### config.mk
export PLATFORM = sky130hd
export DESIGN_NAME = bar_signal_sync
export DESIGN_NICKNAME = d
export VERILOG_FILES = /design/src/rtl/bar_signal_sync.sv
export SDC_FILE = /design/constraint.sdc
export NUM_CORES = 1
export LEC_CHECK = 0
export ABC_AREA = 1
export CORE_MARGIN = 8
export CORE_UTILIZATION = 30
export CTS_CLUSTER_SIZE = 30
export DETAILED_ROUTE_END_ITERATION = 16
export GPL_ROUTABILITY_DRIVEN = 0
export PLACE_DENSITY = 0.44
export SLEW_MARGIN = 30
export SYNTH_ARGS = -nofsm -noshare
export SYNTH_HDL_FRONTEND = slang
export SYNTH_SLANG_ARGS = --single-unit
export TNS_END_PERCENT = 20
### constraint.sdc
create_clock -name clk -period 1.8 [get_ports clk]
set_input_delay 0.36 -clock clk [delete_from_list [all_inputs] [get_ports clk]]
set_output_delay 0.36 -clock clk [all_outputs]
set_load 0.01 [all_outputs]
### src/rtl/bar_signal_sync.sv
`default_nettype none
// bar_signal_sync: synchronises and debounces three bar inputs, then issues one-shot redraw requests.
// Optional draw_done watchdog is compiled in with macro BAR_SIGNAL_SYNC_TIMEOUT_EN.
module bar_signal_sync #(
  parameter int DEBOUNCE_CYCLES = 50000,
  parameter int TIMEOUT_CYCLES  = 1000000
) (
  input  logic       clk,
  input  logic       resetn,
  input  logic [2:0] raw_sig,
  input  logic       force_redraw,
  input  logic       draw_done,
  output logic [2:0] bar_sig,
  output logic       draw_req,
  output logic       busy,
  output logic       timeout_err
);

  localparam logic [19:0] DEB_LIMIT = 20'(DEBOUNCE_CYCLES);

  typedef enum logic [1:0] {
    IDLE = 2'd0,
    REQ  = 2'd1,
    WAIT = 2'd2
  } state_t;

  logic [2:0] raw_meta;
  logic [2:0] raw_sync;
  logic       force_meta;
  logic       force_sync;
  logic       force_prev;
  logic       force_rise;

  always_ff @(posedge clk or negedge resetn) begin
    if (!resetn) begin
      raw_meta   <= 3'b000;
      raw_sync   <= 3'b000;
      force_meta <= 1'b0;
      force_sync <= 1'b0;
      force_prev <= 1'b0;
    end else begin
      raw_meta   <= raw_sig;
      raw_sync   <= raw_meta;
      force_meta <= force_redraw;
      force_sync <= force_meta;
      force_prev <= force_sync;
    end
  end

  assign force_rise = force_sync & ~force_prev;

  logic [2:0] stable;
  logic [2:0] stable_upd;

  generate
    for (genvar i = 0; i < 3; i++) begin : g_ch
      logic [19:0] cnt;
      logic [19:0] cnt_next;
      logic        st;

      assign cnt_next      = cnt + 20'd1;
      assign stable_upd[i] = (raw_sync[i] != st) && (cnt_next == DEB_LIMIT);
      assign stable[i]     = st;

      always_ff @(posedge clk or negedge resetn) begin
        if (!resetn) begin
          cnt <= 20'd0;
          st  <= 1'b0;
        end else if (raw_sync[i] == st) begin
          cnt <= 20'd0;
        end else if (stable_upd[i]) begin
          st  <= raw_sync[i];
          cnt <= 20'd0;
        end else begin
          cnt <= cnt_next;
        end
      end
    end
  endgenerate

  // Registered so that pending sets one edge after the stable bit moves.
  logic stable_evt;

  always_ff @(posedge clk or negedge resetn) begin
    if (!resetn) stable_evt <= 1'b0;
    else         stable_evt <= |stable_upd;
  end

  state_t state;
  logic   pending;
  logic   redraw_evt;

  assign redraw_evt = stable_evt | force_rise;

`ifdef BAR_SIGNAL_SYNC_TIMEOUT_EN
  localparam logic [19:0] TO_LIMIT = 20'(TIMEOUT_CYCLES);
  logic [19:0] wait_cnt;
  logic        timeout_hit;
  assign timeout_hit = (wait_cnt + 20'd1) == TO_LIMIT;
`else
  // Watchdog compiled out; the parameter stays referenced so both builds share one interface.
  assign timeout_err = 1'b0 & (TIMEOUT_CYCLES != 0);
`endif

  always_ff @(posedge clk or negedge resetn) begin
    if (!resetn) begin
      state    <= IDLE;
      pending  <= 1'b1;
      bar_sig  <= 3'b000;
      draw_req <= 1'b0;
      busy     <= 1'b0;
`ifdef BAR_SIGNAL_SYNC_TIMEOUT_EN
      wait_cnt    <= 20'd0;
      timeout_err <= 1'b0;
`endif
    end else begin
      // A new event wins over the grant clear so no request is ever lost.
      if (redraw_evt)
        pending <= 1'b1;
      else if (state == IDLE && pending)
        pending <= 1'b0;

      unique case (state)
        IDLE: begin
          draw_req <= 1'b0;
          busy     <= 1'b0;
          if (pending) begin
            state    <= REQ;
            bar_sig  <= stable;
            draw_req <= 1'b1;
            busy     <= 1'b1;
          end
        end
        REQ: begin
          state    <= WAIT;
          draw_req <= 1'b0;
          busy     <= 1'b1;
`ifdef BAR_SIGNAL_SYNC_TIMEOUT_EN
          wait_cnt <= 20'd0;
`endif
        end
        WAIT: begin
          draw_req <= 1'b0;
          if (draw_done) begin
            state <= IDLE;
            busy  <= 1'b0;
`ifdef BAR_SIGNAL_SYNC_TIMEOUT_EN
          end else if (timeout_hit) begin
            state       <= IDLE;
            busy        <= 1'b0;
            timeout_err <= 1'b1;
          end else begin
            wait_cnt <= wait_cnt + 20'd1;
`endif
          end
        end
        default: begin
          state    <= IDLE;
          draw_req <= 1'b0;
          busy     <= 1'b0;
        end
      endcase
    end
  end

endmodule
`default_nettype wire
# After elaboration in Yosys (flattened, before gate mapping)
# Cells that the tools add are included.
# Widths: inputs -> output; s select.
classes:
  mux: 15
  n_addsub: 3
  bitwise: 6
  reduce_logical: 12
  eq_ne: 13
op_table:
  columns: ["operator", "count"]
  rows:
  - ["$mux 20", 6]
  - ["$add 20x1->20 const B", 3]
  - ["$eq 20x16->1 const B", 3]
  - ["$reduce_and 2->1", 5]
  - ["$pmux 2 s3", 1]
  - ["$mux 1", 5]
  - ["$logic_and 1x1->1", 4]
  - ["$mux 2", 2]
  - ["$ne 2x2->1 const B", 2]
  - ["$not 1->1", 4]
  - ["$eq 1x1->1", 3]
  - ["$ne 1x1->1", 3]
  - ["$pmux 1 s3", 1]
  - ["$reduce_or 3->1", 1]
  - ["$eq 2x1->1 const B", 1]
  - ["$eq 2x2->1 const B", 1]
  - ["$logic_not 2->1", 1]
  - ["$reduce_bool 2->1", 1]
  - ["$and 1x1->1", 1]
  - ["$or 1x1->1", 1]
word_totals:
  output_inout_bits: 6
  ff_bits: 81
  elab_cells: 66
  in_bits: 7

# Depth between registers and ports, before layout
# Gate-level depths: netlist of the first run.
logic_depth:
  depth_word: 5
  ltp_mapped: 13
  mapped_depth_nobuf: 13

# Least setup slack after synthesis of the first run
# OpenSTA, ideal clock, no wires.
synth_timing:
  kind: "reg2reg"
  start: "register g_ch[2].cnt[0]"
  end: "register g_ch[2].cnt[15]"
  t_required_ns: 1.684
  stages_incl_launch_ff: 11
  setup_ns: 0.116
  arrival_time_ns: 1.610
  setup_slack_ns: 0.073
  path_buffers: 0
  cell_sequence: "dfrtp_1 ha_1 nand3_1 inv_2 nand3_2 xor2_1 nand3_1 nor2_4 nand3_4 nand2_8 nor2_1"
synth_between:
  elab_chain_len: 5
synth_rtl:
  columns: ["item", "line", "rtl"]
  rows:
  - ["start, declared", "57", "logic [19:0] cnt;"]
  - ["start signal, assigned", "75", "cnt <= cnt_next;"]
  - ["$add 20x1->20 *", "61", "assign cnt_next = cnt + 20'd1;"]
  - ["$eq 20x16->1", "62", "assign stable_upd[i] = (raw_sync[i] != st) && (cnt_next == DEB_LIMIT);"]
  - ["$logic_and 1x1->1", "62", null]
  - ["$mux 20 *", "71", "end else if (stable_upd[i]) begin"]
  - ["$mux 20 *", "69", "end else if (raw_sync[i] == st) begin"]
# Mark *: on every way between the ends. The rest lies on a longest branch, timed or not.
# A chain may end at the register's enable or synchronous reset.

# Final worst setup path of the first run
layout_timing:
  start: "register g_ch[1].cnt[1]"
  end: "register g_ch[1].cnt[8]"
layout_between:
  elab_chain_len: 5
layout_rtl:
  columns: ["item", "line"]
  rows:
  - ["start, declared", "57"]
  - ["start signal, assigned", "75"]
  - ["$add 20x1->20 *", "61"]
  - ["$eq 20x16->1", "62"]
  - ["$logic_and 1x1->1", "62"]
  - ["$mux 20 *", "71"]
  - ["$mux 20 *", "69"]
# Marked as above.

==> summary.md, run 1 <==
| Metric | Value |
|---|---|
| # IOs | `13` |
| Drt first pass iters | `7` |
| Setup violators final | `16` |
| Reg2reg setup slack | `-0.06 ns` |
| Final WS setup | `-0.0574 ns` |
| Global-route wire length before repair | `18900 µm` |
| DR iter-0 viols | `138` |
| Max incr delay on CP | `0.44 ns` |
| Max VDD drop | `0.000531 V` |
| Sequential share of the synthesized area | `44.1%` |
| Max Cap Viol | `0` |
| Post-synth top area cell | `dfrtp_1` |
| CP most frequent cell | `nor2_1` |
| Hold Path Cell Cnt | `0` |
| Most frequent cell after synthesis | `nand2_1` |
| Critical Path Start | `g_ch[1].cnt[1]` |
| Seq cells post-synth | `81` |
| Reg2Reg Launch Point | `g_ch[1].cnt[1]` |
| Number of buffers added on ports | `11` |
| Syn_area_per_cell | `7.82 µm²` |
| Detailed Place HPWL | `8420 µm` |
| Peak fanout along the critical path | `8` |
| Yosys top cell area share | `43.5%` |
| Min-delay worst type | `reg2reg` |
| Final ANT Viol Nets | `0` |
| DRT Wirelength | `11400 µm` |
| Initial antenna violation count | `0` |
| Die Y | `140 µm` |
| Synth Cell Area | `4600 µm²` |
| Clk slew on worst S/H paths | `0.06 ns` |
| Slew Limit Fails | `0` |
| Top cells by area, synth | `dfrtp_1 44%, nand2_1 13%, nor2_1 6.3%, inv_1 5.7%, nor2_2 5.3%` |
| WHS Endpoint | `raw_sync[0]` |
| Startpoint Class | `flop` |
| Slowest-stage cell, CP | `dfrtp_2` |
| Req. time, crit path | `2.04 ns` |
| RSZ-0062 raised after global routing | `yes` |
| Synth async-reset ratio | `100%` |
| Clock period minus worst slack | `1.86 ns` |
| DR vias | `3934` |
| Final hold slack | `0.353 ns` |
| CTS max path bufs | `2` |
| Failing checks | `negative setup slack` |
| Post-Syn Instances | `588` |
| Primary FF master, synth | `dfrtp_1` |
| P_leak | `0.00264 µW` |
| Period utilization | `103%` |
| Initial core utilization | `30.5%` |
| Core Area | `15100 µm²` |
| Vias in the first global route | `3822` |
| Die X | `140 µm` |
| Clock Sinks | `81` |
| Num CTS Buffers | `9` |
| Distinct cells, synth | `32` |
| Global route overflow | `0` |
| DRC viols | `0` |
| Clock Latency Late Sink | `0.34 ns` |
| Post-synth EDFFs | `0` |
| Ranking of synthesized cells by instance count | `164 x nand2_1, 80 x dfrtp_1, 77 x nor2_1` |
| Crit end category | `flop` |
| Pwr Density | `660 nW/µm²` |
| Critical Path AT | `2.09 ns` |
| Largest net degree at the start of global routing | `39` |
| Fmax | `538 MHz` |
| Kind of critical path | `reg2reg` |
| Number of synthesis warnings | `0` |
| Status | `finished with violations` |
| Crit path buf inv count | `1` |
| Fillers | `1540` |
| ANT cells | `0` |
| CP cell instances | `buf_6 -> ha_4 -> xor2_2 -> nor2_1 -> nand3_1 -> nor2_1 -> nand2_2 -> nor2_4 -> nand3_4 -> nand2_8 -> nor2_2` |
| Vias per Instance | `4.50` |
| Hold Path Origin | `raw_meta[0]` |
| CTS root buffer | `clkbuf_16` |
| Share of cells above drive strength 1 | `35.5%` |
| Total die area | `19500 µm²` |
| P&R area growth vs syn | `35.9%` |
| Reg2reg end | `g_ch[1].cnt[8]` |
| Final Power | `4130 µW` |
| WL/cell | `13.0 µm` |
| # rows | `45` |
| Endpoints failing hold | `0` |
| Final nets | `695` |
| CTS tree | `yes` |
| Total track usage | `12.1%` |
| H-Tree Level Count | `3` |
| Syn nets | `601` |
| Max Clock Skew | `0.00722 ns` |
| Reg2Reg Depth | `11` |
| Crit path max-delay family | `simple AND/OR/NAND/NOR gates` |
layout make-up:
type,count,area [µm²],area share (%)
Multi-Input combinational cell,428,2690,43.1
Clock inverter,5,40.0,0.641
Sequential cell,81,2040,32.6
Tap cell,188,235,3.76
Clock buffer,11,243,3.88
Inverter,75,294,4.71
Timing Repair Buffer,87,704,11.3
sequential cells by signal, summed over array words and instances (netlist names):
name        count
stable_evt      1
force_meta      1
raw_sync        3
force_sync      1
raw_meta        3
bar_sig         3
force_prev      1
g_ch.st         3
busy            1
g_ch.cnt       60
pending         1
state           2
draw_req        1
metrics by stage:
stage | cell area, µm² | TNS (ns) | utilization, % | instances | setup slack, ns
2_1_floorplan | 4600 | 0 | - | 588 | 0.0733
3_3_place_gp | 5310 | -3.70 | 35.2 | 833 | -0.235
3_5_place_dp | 5310 | -4.53 | 35.2 | 833 | -0.231
4_1_cts | 5910 | -0.626 | 39.2 | 862 | -0.0422
5_1_grt | 6250 | -3.80 | 41.4 | 875 | -0.173
6_report | 6250 | -0.530 | 41.4 | 875 | -0.0574
layer usage:
| layer | part of all wire (%) | global-route usage, % | vias up |
|---|---|---|---|
| met3 | 2.8 | 2.91 | 19 |
| li1 | - | - | 2021 |
| met2 | 50 | 20.5 | 47 |
| met4 | 2.3 | 4.86 | 0 |
| met1 | 45 | 14.4 | 1847 |
| met5 | 0 | 0 | - |
worst max-delay path by stage:
stage                            endpoint  slack [ns]  cells past startpoint
after floorplan           g_ch[2].cnt[15]        0.07                     10
after global placement     g_ch[0].cnt[4]       -0.23                     10
after detailed placement   g_ch[0].cnt[0]       -0.23                     10
after CTS                 g_ch[2].cnt[15]       -0.04                     10
after global routing       g_ch[1].cnt[8]       -0.17                     11
final                      g_ch[1].cnt[8]       -0.06                     11
worst reg2reg max path: stages, from the launching register on:
cell and delay (ns):
dfrtp_2 0.44, buf_6 0.13, ha_4 0.17, xor2_2 0.15, nor2_1 0.12, nand3_1 0.08, nor2_1 0.14, nand2_2 0.09
nor2_4 0.14, nand3_4 0.11, nand2_8 0.13, nor2_2 0.05
what timing repair did:
| item | 4_1_cts | 5_1_grt |
|---|---|---|
| hold buffers | 1 | 0 |
| pin swaps | 23 | 24 |
| hold endpoints to repair | 22 | 0 |
| setup endpoints to repair | 28 | 28 |
| buffers inserted | 12 | 14 |
| resized for setup | 51 | 59 |
cells in the final DEF, fill, tap and decap left out, types with 4 or more instances in the layout:
cell             instances
nor3_1                   4
nor2_2                  39
xor2_2                   5
nand3_1                 18
clkbuf_16                9
nand2_2                 29
nor2_1                  63
nor2_4                  25
o21ai_0                  9
a21oi_1                 10
nand4_1                 14
nand3b_1                12
ha_4                     5
nand2_1                144
nand3_2                  9
o21bai_1                 6
dfrtp_1                 71
buf_4                   72
nand3_4                 11
clkdlybuf4s50_1         10
dfrtp_2                  9
xor2_1                   6
inv_1                   68
power breakdown:
group          internal (µW)  switching, µW  leakage (µW)
sequential              1910           68.8       0.00108
clock                    980            783      0.000128
combinational            164            221       0.00143
cells by family (layout without fill, tap and decap cells):
logic type,after synthesis,after routing,share of synthesized area (%)
AOI/OAI and AO/OA,30,30,3.92
xor gates and xnor gates,14,14,2.83
adders and majority gates,6,6,1.63
buffers and inverters,79,178,6.53
DFF,81,81,44.1
other,1,1,0.0815
and+or+nand+nor,377,377,40.9
Power figures use the tool's default switching activity.
==> run 2: changes to the inputs <==
--- a/config.mk
+++ b/config.mk
@@ -11,7 +11,9 @@
 export CTS_CLUSTER_SIZE = 30
 export DETAILED_ROUTE_END_ITERATION = 16
 export GPL_ROUTABILITY_DRIVEN = 0
-export PLACE_DENSITY = 0.44
+export PLACE_DENSITY = 0.57
+export REMOVE_ABC_BUFFERS = 1
+export SETUP_SLACK_MARGIN = 0.4
 export SLEW_MARGIN = 30
 export SYNTH_ARGS = -nofsm -noshare
 export SYNTH_HDL_FRONTEND = slang
==> run 2 against run 1 <==
- largest cell class unchanged
- power increased by 3.1%
- clock power rose by 11%
- critical endpoint is now g_ch[0].cnt[4]
- critical path depth grew 2
- flip-flop and latch count unchanged
- clock-buffer cell count grew 1
- the flow still finishes with violations (negative setup slack)
- via count fell by 2.4%
- maximum frequency increased by 1.8%
- non-clock buffer count is 37 lower
- wire length fell by 7.4%
- sequential power about the same
- final area down 5.2%
==> summary.md, run 2 (synthesis gave the netlist of run 1 again) <==
| Metric | Value |
|---|---|
| Dpl cells | `805 (-3.4%)` |
| Slew Limit Fails | `0 (unchanged)` |
| Crit path buf inv count | `8 (+7)` |
| ANT cells | `0 (unchanged)` |
| Pwr Density | `718 nW/µm² (+8.8%)` |
| Clock Sinks | `81 (unchanged)` |
| Vias per Instance | `4.58 (+1.9%)` |
| Final hold slack | `0.0248 ns (-0.328 ns)` |
| CTS root buffer | `clkbuf_16` |
| Global-route wire length before repair | `18100 µm (-3.9%)` |
| Max reg flops | `60 (unchanged)` |
| Most common cell after layout, fill and taps aside | `nand2_1` |
| Final Power | `4260 µW (+3.1%)` |
| Most frequent cells in the layout | `149 x nand2_1, 71 x dfrtp_1, 68 x inv_1, 62 x nor2_1, 41 x nor2_2` |
| Min-delay worst type | `in2async` |
| Clk slew on worst S/H paths | `0.07 ns (about the same)` |
| Slowest-stage cell, CP | `dfrtp_2` |
| Max VDD drop | `0.000393 V (-26%)` |
| DR iter-0 viols | `235 (+70%)` |
| Final nets | `658 (-5.3%)` |
| CP cell instances | `ha_4 -> nand3_4 -> inv_6 -> nand2_1 -> nand2_2 -> buf_4 -> buf_4 -> buf_4 -> buf_4 -> buf_4 -> buf_4 -> inv_2 -> nor2_2` |
| Largest net degree at the start of global routing | `82 (+110%)` |
| CTS max path bufs | `2 (unchanged)` |
| Crit path max-delay family | `buffers and inverters` |
| Share of cells above drive strength 1 | `31.1% (-4.4 points)` |
| # rows | `45 (unchanged)` |
| P&R area growth vs syn | `28.8%` |
| Peak fanout along the critical path | `6 (-2)` |
| CP most frequent cell | `buf_4` |
| Setup violators final | `9 (-7)` |
| Critical Path AT | `2.07 ns (-0.02 ns)` |
| DRT Wirelength | `10500 µm (-7.4%)` |
| Met2 WL post-DR | `5240 µm (-7.6%)` |
| DR vias | `3841 (-2.4%)` |
| Met1 wire length | `4830 µm (-5.5%)` |
| Vias in the first global route | `3839 (+0.44%)` |
| Clock Latency Late Sink | `0.35 ns (about the same)` |
| Drt first pass iters | `4 (-3)` |
| Core Area | `15100 µm² (unchanged)` |
| Initial core utilization | `30.5% (unchanged)` |
| WL/cell | `12.6 µm (-3.3%)` |
| Crit end category | `flop` |
| Req. time, crit path | `2.05 ns (about the same)` |
| Status | `finished with violations` |
| Startpoint Class | `flop` |
| Kind of critical path | `reg2reg` |
| Max Cap Viol | `0 (unchanged)` |
| CTS tree | `yes` |
| # IOs | `13 (unchanged)` |
| Period utilization | `101% (-1.9 points)` |
| Num CTS Buffers | `9 (unchanged)` |
| P_leak | `0.00244 µW (-7.5%)` |
| Largest reg by FF count | `g_ch.cnt` |
| Initial antenna violation count | `0 (unchanged)` |
| Total die area | `19500 µm² (unchanged)` |
| RSZ-0062 raised after global routing | `yes` |
| H-Tree Level Count | `3 (unchanged)` |
| Final ANT Viol Nets | `0 (unchanged)` |
| Final WS setup | `-0.0238 ns (+0.0336 ns)` |
| Die X | `140 µm (unchanged)` |
| Die Y | `140 µm (unchanged)` |
| Total track usage | `11.4% (-0.71 points)` |
| Max incr delay on CP | `0.46 ns (+0.02 ns)` |
| Setup TNS | `-0.0964 ns (+0.433 ns)` |
| DRC viols | `0 (unchanged)` |
| Post-route insts no fill | `838 (-4.2%)` |
| Met3 Wirelength | `252 µm (-22%)` |
| Clock period minus worst slack | `1.82 ns (-0.0336 ns)` |
| Failing checks | `negative setup slack` |
| Global route overflow | `0 (unchanged)` |
| Fmax | `548 MHz (+1.8%)` |
| Detailed Place HPWL | `7370 µm (-12%)` |
| Uppermost layer routed | `met4` |
| Number of buffers added on ports | `11 (unchanged)` |
| Endpoints failing hold | `0 (unchanged)` |
| Fin util | `39.3% (-2.2 points)` |
| Max Clock Skew | `0.00853 ns (+0.00131 ns)` |
==> run 2: cell count changes in the layout (fill, tap and decap cells not counted), moves of 3 or more <==
cell             previous run  this run
clkdlybuf4s50_1            10         5
clkdlybuf4s15_1             0         4
nand2_2                    29        25
buf_4                      72        38
nand2_1                   144       149
nand3_4                    11         8
==> run 2: cell type report <==
cell class              instances  area, µm²
repair buffers                 50        415
well taps                     188        235
inverters                      75        297
multi-input cells             428       2620
fillers                      1487       9170
flip-flops and latches         81       2040
clock inverters                 4       50.0
clock buffers                  12        267
==> run 2: stage by stage <==
stage                     setup slack [ns]  instance area [µm²]
after floorplan                     0.0728                 4580
after global placement              -0.140                 5100
after detailed placement            -0.172                 5100
after CTS                          -0.0271                 5720
after global routing                -0.139                 5920
final                              -0.0238                 5920
==> run 2: what timing repair did <==
| action | in CTS | in global routing |
|---|---|---|
| resized for setup | 57 | 48 |
| endpoints found under the hold margin | 0 | 0 |
| pin swaps | 34 | 31 |
| setup buffers | 12 | 5 |
| hold buffers | 0 | 0 |
| cloned | 0 | 0 |
| setup endpoints to repair | 43 | 44 |
==> run 2: final timing paths <==
| kind | slack, ns | cells past startpoint | from | to |
|---|---|---|---|---|
| max | -0.02 | 13 | g_ch[0].cnt[0] | g_ch[0].cnt[4] |
| min | 0.02 | 2 | resetn | state[1] |
| max reg2reg | -0.02 | 13 | g_ch[0].cnt[0] | g_ch[0].cnt[4] |
| min reg2reg | 0.35 | 0 | raw_meta[1] | raw_sync[1] |
| max in group asynchronous | 1.39 | 2 | resetn | g_ch[1].cnt[2] |
| min in group clk | 0.35 | 0 | raw_meta[1] | raw_sync[1] |
==> run 2: routing by layer <==
metal / vias up / track usage (%)
li1: 1940 / -
met1: 1844 / 14.0
met2: 43 / 18.7
met3: 14 / 2.77
met4: 0 / 4.69
met5: - / 0
==> run 2: where the power goes <==
part	leakage, µW	internal, µW	switching, µW
logic	0.00121	134	199
clock network	0.000151	1190	765
registers	0.00108	1910	61.0
total	0.00244	3230	1020
